**config.mk**
```make
export PLATFORM = sky130hd
export DESIGN_NAME = inst_fetch_unit
export DESIGN_NICKNAME = d
export VERILOG_FILES = /design/src/rtl/inst_fetch_unit.sv
export SDC_FILE = /design/constraint.sdc
export NUM_CORES = 1
export LEC_CHECK = 0
export ABC_AREA = 1
export BUFFER_PORTS_ARGS = -buffer_cell sky130_fd_sc_hd__buf_2
export CORE_UTILIZATION = 50
export DETAILED_ROUTE_END_ITERATION = 10
export PLACE_DENSITY = 0.77
export SYNTH_ARGS = -nofsm -noshare
export SYNTH_HDL_FRONTEND = slang
export SYNTH_SLANG_ARGS = --single-unit
```
**constraint.sdc**
```tcl
create_clock -name clk -period 4.4 [get_ports clk]
set_input_delay 0.66 -clock clk [delete_from_list [all_inputs] [get_ports clk]]
set_output_delay 0.66 -clock clk [all_outputs]
set_load 0.1 [all_outputs]
```
**src/rtl/inst_fetch_unit.sv**
```systemverilog
// Instruction fetch stage: owns the PC, issues one word fetch at a time to imem,
// and queues returned words with their PCs in a small FIFO for decode.
module inst_fetch_unit #(
    parameter logic [31:0] RESET_PC = 32'h0000_0000,
    parameter int unsigned DEPTH    = 2
) (
    input  logic        clk,
    input  logic        reset,
    output logic        imemReq,
    output logic [31:0] imemAddr,
    input  logic        imemReady,
    input  logic        imemRvalid,
    input  logic [31:0] imemRdata,
    input  logic        redirectValid,
    input  logic [31:0] redirectPc,
    output logic        instrValid,
    output logic [31:0] instrCode,
    output logic [31:0] instrPc,
    input  logic        instrReady
);

    localparam int unsigned AW = (DEPTH > 1) ? $clog2(DEPTH) : 1;
    localparam int unsigned CW = AW + 1;
    localparam logic [CW-1:0] FULL = CW'(DEPTH);

    typedef enum logic [1:0] {
        S_IDLE,
        S_WAIT,
        S_DROP
    } state_t;

    state_t         r_state;
    state_t         w_state_nxt;

    logic [31:0]    r_pc;
    logic [31:0]    r_req_pc;
    logic [31:0]    r_fifo_pc  [DEPTH];
    logic [31:0]    r_fifo_ins [DEPTH];
    logic [AW-1:0]  r_wr_ptr;
    logic [AW-1:0]  r_rd_ptr;
    logic [CW-1:0]  r_count;

    logic           w_accept;
    logic           w_push;
    logic           w_pop;
    logic [31:0]    w_redirect_pc;
    logic           w_unused_rpc_lsb;

    assign w_redirect_pc    = {redirectPc[31:2], 2'b00};
    assign w_unused_rpc_lsb = ^redirectPc[1:0];

    // Issuing reserves a FIFO slot, so a response in WAIT always has room.
    assign imemReq  = (r_state == S_IDLE) && (r_count < FULL) && !reset && !redirectValid;
    assign imemAddr = r_pc;
    assign w_accept = imemReq && imemReady;
    assign w_push   = (r_state == S_WAIT) && imemRvalid && !redirectValid;
    assign w_pop    = instrValid && instrReady && !redirectValid;

    assign instrValid = (r_count != '0);
    assign instrCode  = r_fifo_ins[r_rd_ptr];
    assign instrPc    = r_fifo_pc[r_rd_ptr];

    always_comb begin
        w_state_nxt = r_state;
        if (redirectValid) begin
            // A response landing with the redirect retires the outstanding fetch
            // (in WAIT or DROP); otherwise a WAIT fetch must be dropped later.
            if (r_state != S_IDLE && imemRvalid) begin
                w_state_nxt = S_IDLE;
            end else if (r_state == S_WAIT) begin
                w_state_nxt = S_DROP;
            end
        end else begin
            case (r_state)
                S_IDLE: if (w_accept)   w_state_nxt = S_WAIT;
                S_WAIT: if (imemRvalid) w_state_nxt = S_IDLE;
                S_DROP: if (imemRvalid) w_state_nxt = S_IDLE;
                default:                w_state_nxt = S_IDLE;
            endcase
        end
    end

    always_ff @(posedge clk) begin
        if (reset) begin
            r_state <= S_IDLE;
        end else begin
            r_state <= w_state_nxt;
        end
    end

    always_ff @(posedge clk) begin
        if (reset) begin
            r_pc <= RESET_PC;
        end else if (redirectValid) begin
            r_pc <= w_redirect_pc;
        end else if (w_accept) begin
            r_pc <= r_pc + 32'd4;
        end
    end

    always_ff @(posedge clk) begin
        if (reset) begin
            r_req_pc <= RESET_PC;
        end else if (w_accept) begin
            r_req_pc <= r_pc;
        end
    end

    always_ff @(posedge clk) begin
        if (reset || redirectValid) begin
            r_wr_ptr <= '0;
            r_rd_ptr <= '0;
            r_count  <= '0;
        end else begin
            if (w_push) begin
                r_wr_ptr <= r_wr_ptr + AW'(1);
            end
            if (w_pop) begin
                r_rd_ptr <= r_rd_ptr + AW'(1);
            end
            case ({w_push, w_pop})
                2'b10:   r_count <= r_count + CW'(1);
                2'b01:   r_count <= r_count - CW'(1);
                default: r_count <= r_count;
            endcase
        end
    end

    always_ff @(posedge clk) begin
        if (w_push) begin
            r_fifo_pc[r_wr_ptr]  <= r_req_pc;
            r_fifo_ins[r_wr_ptr] <= imemRdata;
        end
    end

endmodule
```
; Word-level counts from Yosys, hierarchy flattened
; Memory sizes are Yosys's and may differ from the RTL's. A register that Yosys moved wholly into a read port is not among the register bits.
; Index checks and enable logic that the tools add are counted.
[word_totals]
ram_bits = 128
output_inout_bits = 98
mem_count = 2
in_bits = 70
elab_cells = 57
reg_bits = 70
[mem_list]
columns = name, depth, word_bits, read_ports, rd_clocked_by_memory_dff, write_ports, line
row1 = r_fifo_ins, 2, 32, 1, 1, 1, 38  ; logic [31:0] r_fifo_ins [DEPTH];
row2 = r_fifo_pc, 2, 32, 1, 1, 1, 37  ; logic [31:0] r_fifo_pc [DEPTH];
[op_classes]
n_reduce_logical = 20
mux = 15
n_eq_ne = 7
order_cmp = 1
addsub = 5
[op_table]
columns = cell, n
row1 = two-way mux 32 bit, 2
row2 = "adder 32 x 3 -> 32 bit, second input constant", 1
row3 = two-way mux 2 bit, 5
row4 = logical AND 1 bit, 9
row5 = case mux 2 bit (2 select lines), 2
row6 = nonzero test 2 bit, 4
row7 = two-way mux 1 bit, 6
row8 = "inequality test 3 x 1 -> 1 bit, second input constant", 2
row9 = "equality test 2 x 1 -> 1 bit, second input constant", 2
row10 = "equality test 2 bit, second input constant", 2
row11 = OR reduction 2 bit, 2
row12 = "inequality test 3 bit, second input constant", 1
row13 = AND reduction 3 bit, 1
row14 = "adder 1 bit, second input constant", 2
row15 = "adder 2 x 1 -> 2 bit, second input constant", 1
row16 = logical NOT 1 bit, 2
row17 = logical NOT 2 bit, 1
row18 = "< comparator 2 bit, second input constant", 1
row19 = "subtractor 2 x 1 -> 2 bit, second input constant", 1
row20 = logical OR 1 bit, 1

; Depth between registers and ports, before layout
; Gate-level depths: netlist of the first run.
[logic_depth]
depth_word = 8
ltp_mapped = 12
ltp_nobuf = 11

; Worst setup path before layout of the first run
; OpenSTA, ideal clock, no wires.
[synth_path]
path_type = input to register
start = input port redirectValid
end = memory r_fifo_ins[0][0] (enable)
arrival_time_ns = 3.898
path_stages = 5
required_time_ns = 3.918
path_buffers = 2
setup_ns = 0.482
slack_ns = 0.019
path_cell_list = buf_4 > clkinv_1 > buf_2 > nand3_1 > nor2_1
[synth_between]
elab_chain_cells = 4
[synth_lines]
columns = item, line
row1 = start: declaration, 14  ; input logic redirectValid,
row2 = logical NOT 1 bit, 56  ; assign w_push = (r_state == S_WAIT) && imemRvalid && !redirectValid;
row3 = logical AND 1 bit, 56
row4 = two-way mux 1 bit, 130  ; if (w_push) begin
row5 = two-way mux 1 bit (implied by the code), 132  ; r_fifo_ins[r_wr_ptr] <= imemRdata;
row6 = end: declaration, 38
; Every way passes these cells.

==> impl_metrics.json, run 1 <==
{
  "cap_violations": 0,
  "cts-resized-gates": 0,
  "slew_viol_final": 0,
  "fin_crit_sh_pct": 64.8,
  "track_usage_pct": 20.4,
  "synth_area_leaders": "edfxtp_1, dfxtp_1, mux2_2",
  "hold_class": "in2reg",
  "cts_made_buffers": 17,
  "ys_seq_elements": 191,
  "clock_skew_ns": 0.0105,
  "cts_tree": "done",
  "syn_to_final_growth_pct": 18.8,
  "grt_pass1_vias": 5257,
  "max_stage_delay_ns": 0.63,
  "die_x_um": 130,
  "grt_pass1_wl_um": 25700,
  "ff2ff_path_depth": 10,
  "rsz0062_at_grt": "false",
  "diodes": 0,
  "vias": 5863,
  "root_buffer": "clkbuf_16",
  "min_to": "r_fifo_ins[0][30]$_DFFE_PP_",
  "clock_latency_ns": 0.42,
  "final-setup-viol-count": 0,
  "yosysTopAreaCellShare_pct": 45.3,
  "async_flop_share_pct": 0,
  "start_util_pct": 51.5,
  "tns_ns": 0,
  "slew_headroom_pct": 32.2,
  "period_needed_ns": 2.85,
  "slowest_stage": "buf_4",
  "drive_above_1_share_pct": 28.9,
  "final_antenna_net_count": 0,
  "synth_edf_count": 124,
  "antenna_found_initial": 0,
  "syn_inst": 789,
  "power.leakage_uw": 0.00390,
  "ctsHoldBuffers": 0,
  "synth_top_area_cell": "edfxtp_1",
  "routed_wl_um": 17400,
  "cp.required_ns": 3.74,
  "io_pins": 168,
  "worst_setup_path_end_kind": "output pin",
  "startpoint_type": "flop",
  "post_drt_wl_per_cell_um": 14.8,
  "rrSetupSlack_ns": 1.88,
  "drcViolationCount": 0,
  "clock_path_buffers": 2,
  "grt_overflow": 0,
  "hold_viol_final": 0,
  "ys_top_cells_by_count": "nand2_1, edfxtp_1, inv_1",
  "core_area_um2": 15900,
  "path_class": "reg2out",
  "powerDensity_nw_per_um2": 421,
  "arrival_ns": 2.19,
  "worstMarginPinSlew_ns": 1.02,
  "drt_pass1_iterations": 5,
  "whs_path_depth": 1,
  "clk_pin_slew_ns": 0.07,
  "hold_path.startpoint": "imemRdata[30]",
  "syn_avg_cell_area_um2": 10.4,
  "peakVddDrop_mv": 0.293,
  "die_area_um2": 17000,
  "timing.rr.start": "r_state[0]$_SDFFE_PP0P_",
  "netlist-cell-type-count": 33,
  "yosysMostFrequentCell": "nand2_1",
  "row_count": 46,
  "cts_setup_buffers": 0,
  "grt_max_degree": 63,
  "synth_seq_area_share_pct": 61.6,
  "synth_flop_cell": "edfxtp_1",
  "drt_iter0_drc": 345,
  "clock.fmax_mhz": 351,
  "utilization_pct": 61.2,
  "nets": 1019,
  "die_h_um": 130,
  "yosysWarnings": 0,
  "port_buffers": 161,
  "h-tree-depth": 4,
  "r2r-end": "imemAddr[4]$_SDFFE_PP0P_",
  "dpl.hpwl_um": 11600,
  "clkSinkCount": 191,
  "outcome": "finished clean",
  "critPathMaxFanout": 62,
  "syn_area_um2": 8220,
  "globalplace.congestion": 0.877,
  "via_per_inst": 5.00,
  "crit_chain": "buf_4 -> mux2_2 -> buf_2"
}
[worst max path at each step]
| stage | from | depth (start not counted) | slack (ns) | end |
|---|---|---|---|---|
| final | flop | 3 | 1.55 | instrPc[14] |
| after global placement | redirectValid | 6 | 1.28 | r_fifo_ins[0][1]$_DFFE_PP_ |
| after detailed placement | redirectValid | 6 | 1.23 | r_fifo_ins[0][8]$_DFFE_PP_ |
| after floorplan | redirectValid | 5 | 0.02 | r_fifo_ins[0][0]$_DFFE_PP_ |
| after global routing | flop | 3 | 1.44 | instrPc[14] |
| after CTS | flop | 3 | 1.53 | instrCode[31] |
[cells in the final DEF, fill, tap and decap left out, drive strengths merged]
cell      instances
a21oi            33
a31oi             4
a22oi             1
dfxtp            67
nand2           163
ha                4
and2              1
nand3b            1
buf             168
a211oi           14
nor3              1
o211ai            2
clkinv            4
o21ai            35
xnor2             1
edfxtp          124
conb              4
nand4             2
mux2             62
inv              99
clkbuf           21
bufinv            3
nand3            59
nor2             79
or2               1
xor2              1
clkinvlp          3
[cell type report]
type	instances	area (µm²)
clock buffers	21	440
clock inverters	10	139
fillers	1352	6180
inverters	99	372
multi-input cells	468	2600
flip-flops and latches	191	5070
well taps	216	270
repair buffers	168	871
[metal layers]
metal	vias up	global-route usage, %	part of all wire [%]
met3	24	5.17	6.0
met2	199	34.1	48
li1	2950	-	-
met1	2690	25.0	44
met5	-	0	0
met4	0	8.89	2.3
[flip-flops by register name (all words and copies together) (netlist names), named ones only]
| signal | flops |
|---|---|
| imemAddr | 30 |
| r_count | 2 |
| r_fifo_ins | 64 |
| r_fifo_pc | 60 |
| r_rd_ptr | 1 |
| r_req_pc | 30 |
| r_state | 2 |
| r_wr_ptr | 1 |
[kinds of logic (layout without fill, tap and decap cells)]
group	count (synthesis)	after routing	share of synthesized area, %
compound gates	89	89	6.00
xor+xnor	2	2	0.213
fa+ha+maj	4	4	0.609
buf+inv	133	298	7.00
flops	191	191	61.6
mux	62	62	8.50
other cells	1	4	0.0456
simple gates	307	307	16.0
[per-stage QoR]
step	cell area [µm²]	cells	power, µW	setup WS (ns)	hold slack, ns
detailed placement	9180	1142	2630	1.23	0.440
global placement	9180	1142	2620	1.28	0.431
floorplan	8230	792	2520	0.0192	0.420
finish	9760	1173	4110	1.55	0.421
global route	9760	1173	4240	1.44	0.402
CTS	9760	1173	4140	1.53	0.407
[power breakdown]
group | internal (µW) | switching (µW)
clock network | 890 | 627
logic | 116 | 456
registers | 1980 | 46.9
total | 2980 | 1130
[critical path, delay by kind of cell, from the launching register on]
family                 cells  cell delay [ns]
buffers and inverters      2             1.07
muxes                      1             0.30
DFF                        1             0.31
(Power assumes the default switching activity.)
==> run 2: changes to the inputs <==
--- a/config.mk
+++ b/config.mk
@@ -7,9 +7,9 @@
 export LEC_CHECK = 0
 export ABC_AREA = 1
 export BUFFER_PORTS_ARGS = -buffer_cell sky130_fd_sc_hd__buf_2
-export CORE_UTILIZATION = 50
+export CORE_UTILIZATION = 55
 export DETAILED_ROUTE_END_ITERATION = 10
-export PLACE_DENSITY = 0.77
+export PLACE_DENSITY = 0.8
 export SYNTH_ARGS = -nofsm -noshare
 export SYNTH_HDL_FRONTEND = slang
 export SYNTH_SLANG_ARGS = --single-unit
==> constraint.sdc (replaced) <==
create_clock -name clk -period 2.74 [get_ports clk]
set_input_delay 0.411 -clock clk [delete_from_list [all_inputs] [get_ports clk]]
set_output_delay 0.411 -clock clk [all_outputs]
set_load 0.1 [all_outputs]
==> run 2 against run 1 <==
Combinational power grew 62%. Cell area is essentially flat. Clock power grew 54%. Critical path type unchanged. Critical endpoint is now instrPc[29].
==> impl_metrics.json, run 2 (synthesis results as in run 1) <==
{
  "outcome": "finished clean",
  "row_count": 44,
  "final_antenna_net_count": 0,
  "cts_setup_buffers": 0,
  "track_usage_pct": 22.6,
  "cts_made_buffers": 17,
  "globalplace.congestion": 0.898,
  "clkSinkCount": 191,
  "grt_max_degree": 63,
  "power.leakage_uw": 0.00393,
  "hold_viol_final": 0,
  "fin_crit_sh_pct": 81.7,
  "post_drt_wl_per_cell_um": 14.9,
  "slowest_stage": "mux2_2",
  "met3_usage_pct": 4.57,
  "via_per_inst": 5.15,
  "clock_path_buffers": 2,
  "rsz0062_at_grt": "false",
  "max_stage_delay_ns": 0.39,
  "cts-resized-gates": 0,
  "grt_pass1_wl_um": 27400,
  "drt_iter0_drc": 505,
  "cp.required_ns": 2.33,
  "dpl.hpwl_um": 11500,
  "total_power_uw": 6520,
  "die_x_um": 124,
  "layout_common_cells": "nand2_1, buf_2, edfxtp_1, inv_1, dfxtp_1",
  "root_buffer": "clkbuf_16",
  "syn_to_final_growth_pct": 18.8,
  "drcViolationCount": 0,
  "slew_viol_final": 0,
  "nets": 1022,
  "fillCellCount": 1146,
  "powerDensity_nw_per_um2": 667,
  "vias": 5897,
  "arrival_ns": 1.83,
  "final-seq-area_um2": 5070,
  "ctsHoldBuffers": 0,
  "slew_headroom_pct": 55.4,
  "grt_pass1_vias": 5461,
  "drive_above_1_share_pct": 29.4,
  "clock_latency_ns": 0.43,
  "die_h_um": 124,
  "worstMarginPinSlew_ns": 0.668,
  "critPathMaxFanout": 62,
  "final-setup-viol-count": 0,
  "clock.fmax_mhz": 447,
  "start_util_pct": 56.5,
  "startpoint_type": "flop",
  "grt_util_met1_pct": 29.8,
  "die_area_um2": 15400,
  "io_pins": 168,
  "grt.busiest_layer": "met2",
  "clock_skew_ns": 0.0104,
  "grtUsageMet2_pct": 36.6,
  "path_class": "reg2out",
  "grt_overflow": 0,
  "tns_ns": 0,
  "worst_setup_path_end_kind": "output pin",
  "h-tree-depth": 4,
  "diodes": 0,
  "path_delay_family": "buffers and inverters",
  "period_needed_ns": 2.24,
  "hold_class": "in2reg",
  "port_buffers": 161,
  "cap_violations": 0,
  "regMostFlops": "r_fifo_ins",
  "drt_pass1_iterations": 5,
  "peakVddDrop_mv": 0.393,
  "routed_wl_um": 17000,
  "cts_tree": "done",
  "cp.buffers_inverters": 2,
  "clk_pin_slew_ns": 0.07,
  "top_regs": "r_fifo_ins: 64 flops, r_fifo_pc: 60 flops",
  "largest_register_ffs": 64,
  "core_area_um2": 14500,
  "crit_chain": "buf_12 -> mux2_2 -> buf_2",
  "antenna_found_initial": 0,
  "multiInputGateArea_um2": 2600
}
-- run 2: cell types whose count changed in the layout (fill, tap and decap cells not counted), sizes merged --
cell,previous run,this run
buf,168,171
bufinv,3,1
clkbuf,21,18
clkinv,4,7
clkinvlp,3,1
inv,99,104
-- run 2: final timing paths --
check                           slack (ns)  cells past startpoint                          end                 startpoint
worst max-delay path                  0.50                      3                  instrPc[29]                       flop
worst min-delay path                  0.17                      1  r_fifo_ins[1][27]$_DFFE_PP_              imemRdata[27]
worst max register to register        0.59                      5   r_fifo_ins[0][8]$_DFFE_PP_    r_state[1]$_SDFFE_PP0P_
worst min register to register        0.45                      0   r_fifo_pc[0][18]$_DFFE_PP_  r_req_pc[18]$_SDFFE_PP0P_
-- run 2: report_power, final --
group / internal (µW) / leakage, µW / switching (µW)
Combinational: 195 / 0.00196 / 734
Sequential: 3170 / 0.00170 / 75.9
Clock: 1270 / 0.000275 / 1070
-- run 2: per-layer routing --
| metal | share of wire, % | vias up |
|---|---|---|
| li1 | - | 2958 |
| met1 | 44 | 2713 |
| met2 | 48 | 196 |
| met3 | 5.9 | 30 |
| met4 | 2.2 | 0 |
| met5 | 0 | - |
-- run 2: worst reg2reg max path, delay by kind of cell (launching register included) --
family        cells  cell delay, ns
fa+ha+maj         1            0.18
buf+inv           2            0.43
flops             1            0.32
simple gates      2            0.88
-- run 2: area by class of cell --
class	count	area share, %
sequential	191	51.9
multi-input combinational	468	26.7
timing repair buffer	171	9.53
clock buffer	18	4.39
inverter	99	3.81
tap	184	2.36
clock inverter	14	1.37
-- run 2: per-stage QoR --
stage | worst slack [ns] | area, µm² | instances | hold WS (ns) | utilization, %
after global placement | 0.578 | 9200 | 1113 | 0.431 | 63.3
after floorplan | -0.381 | 8230 | 792 | 0.420 | -
final | 0.502 | 9770 | 1145 | 0.169 | 67.2
after CTS | 0.496 | 9770 | 1145 | 0.153 | 67.2
after global routing | 0.457 | 9770 | 1145 | 0.164 | 67.2
after detailed placement | 0.554 | 9200 | 1113 | 0.434 | 63.3
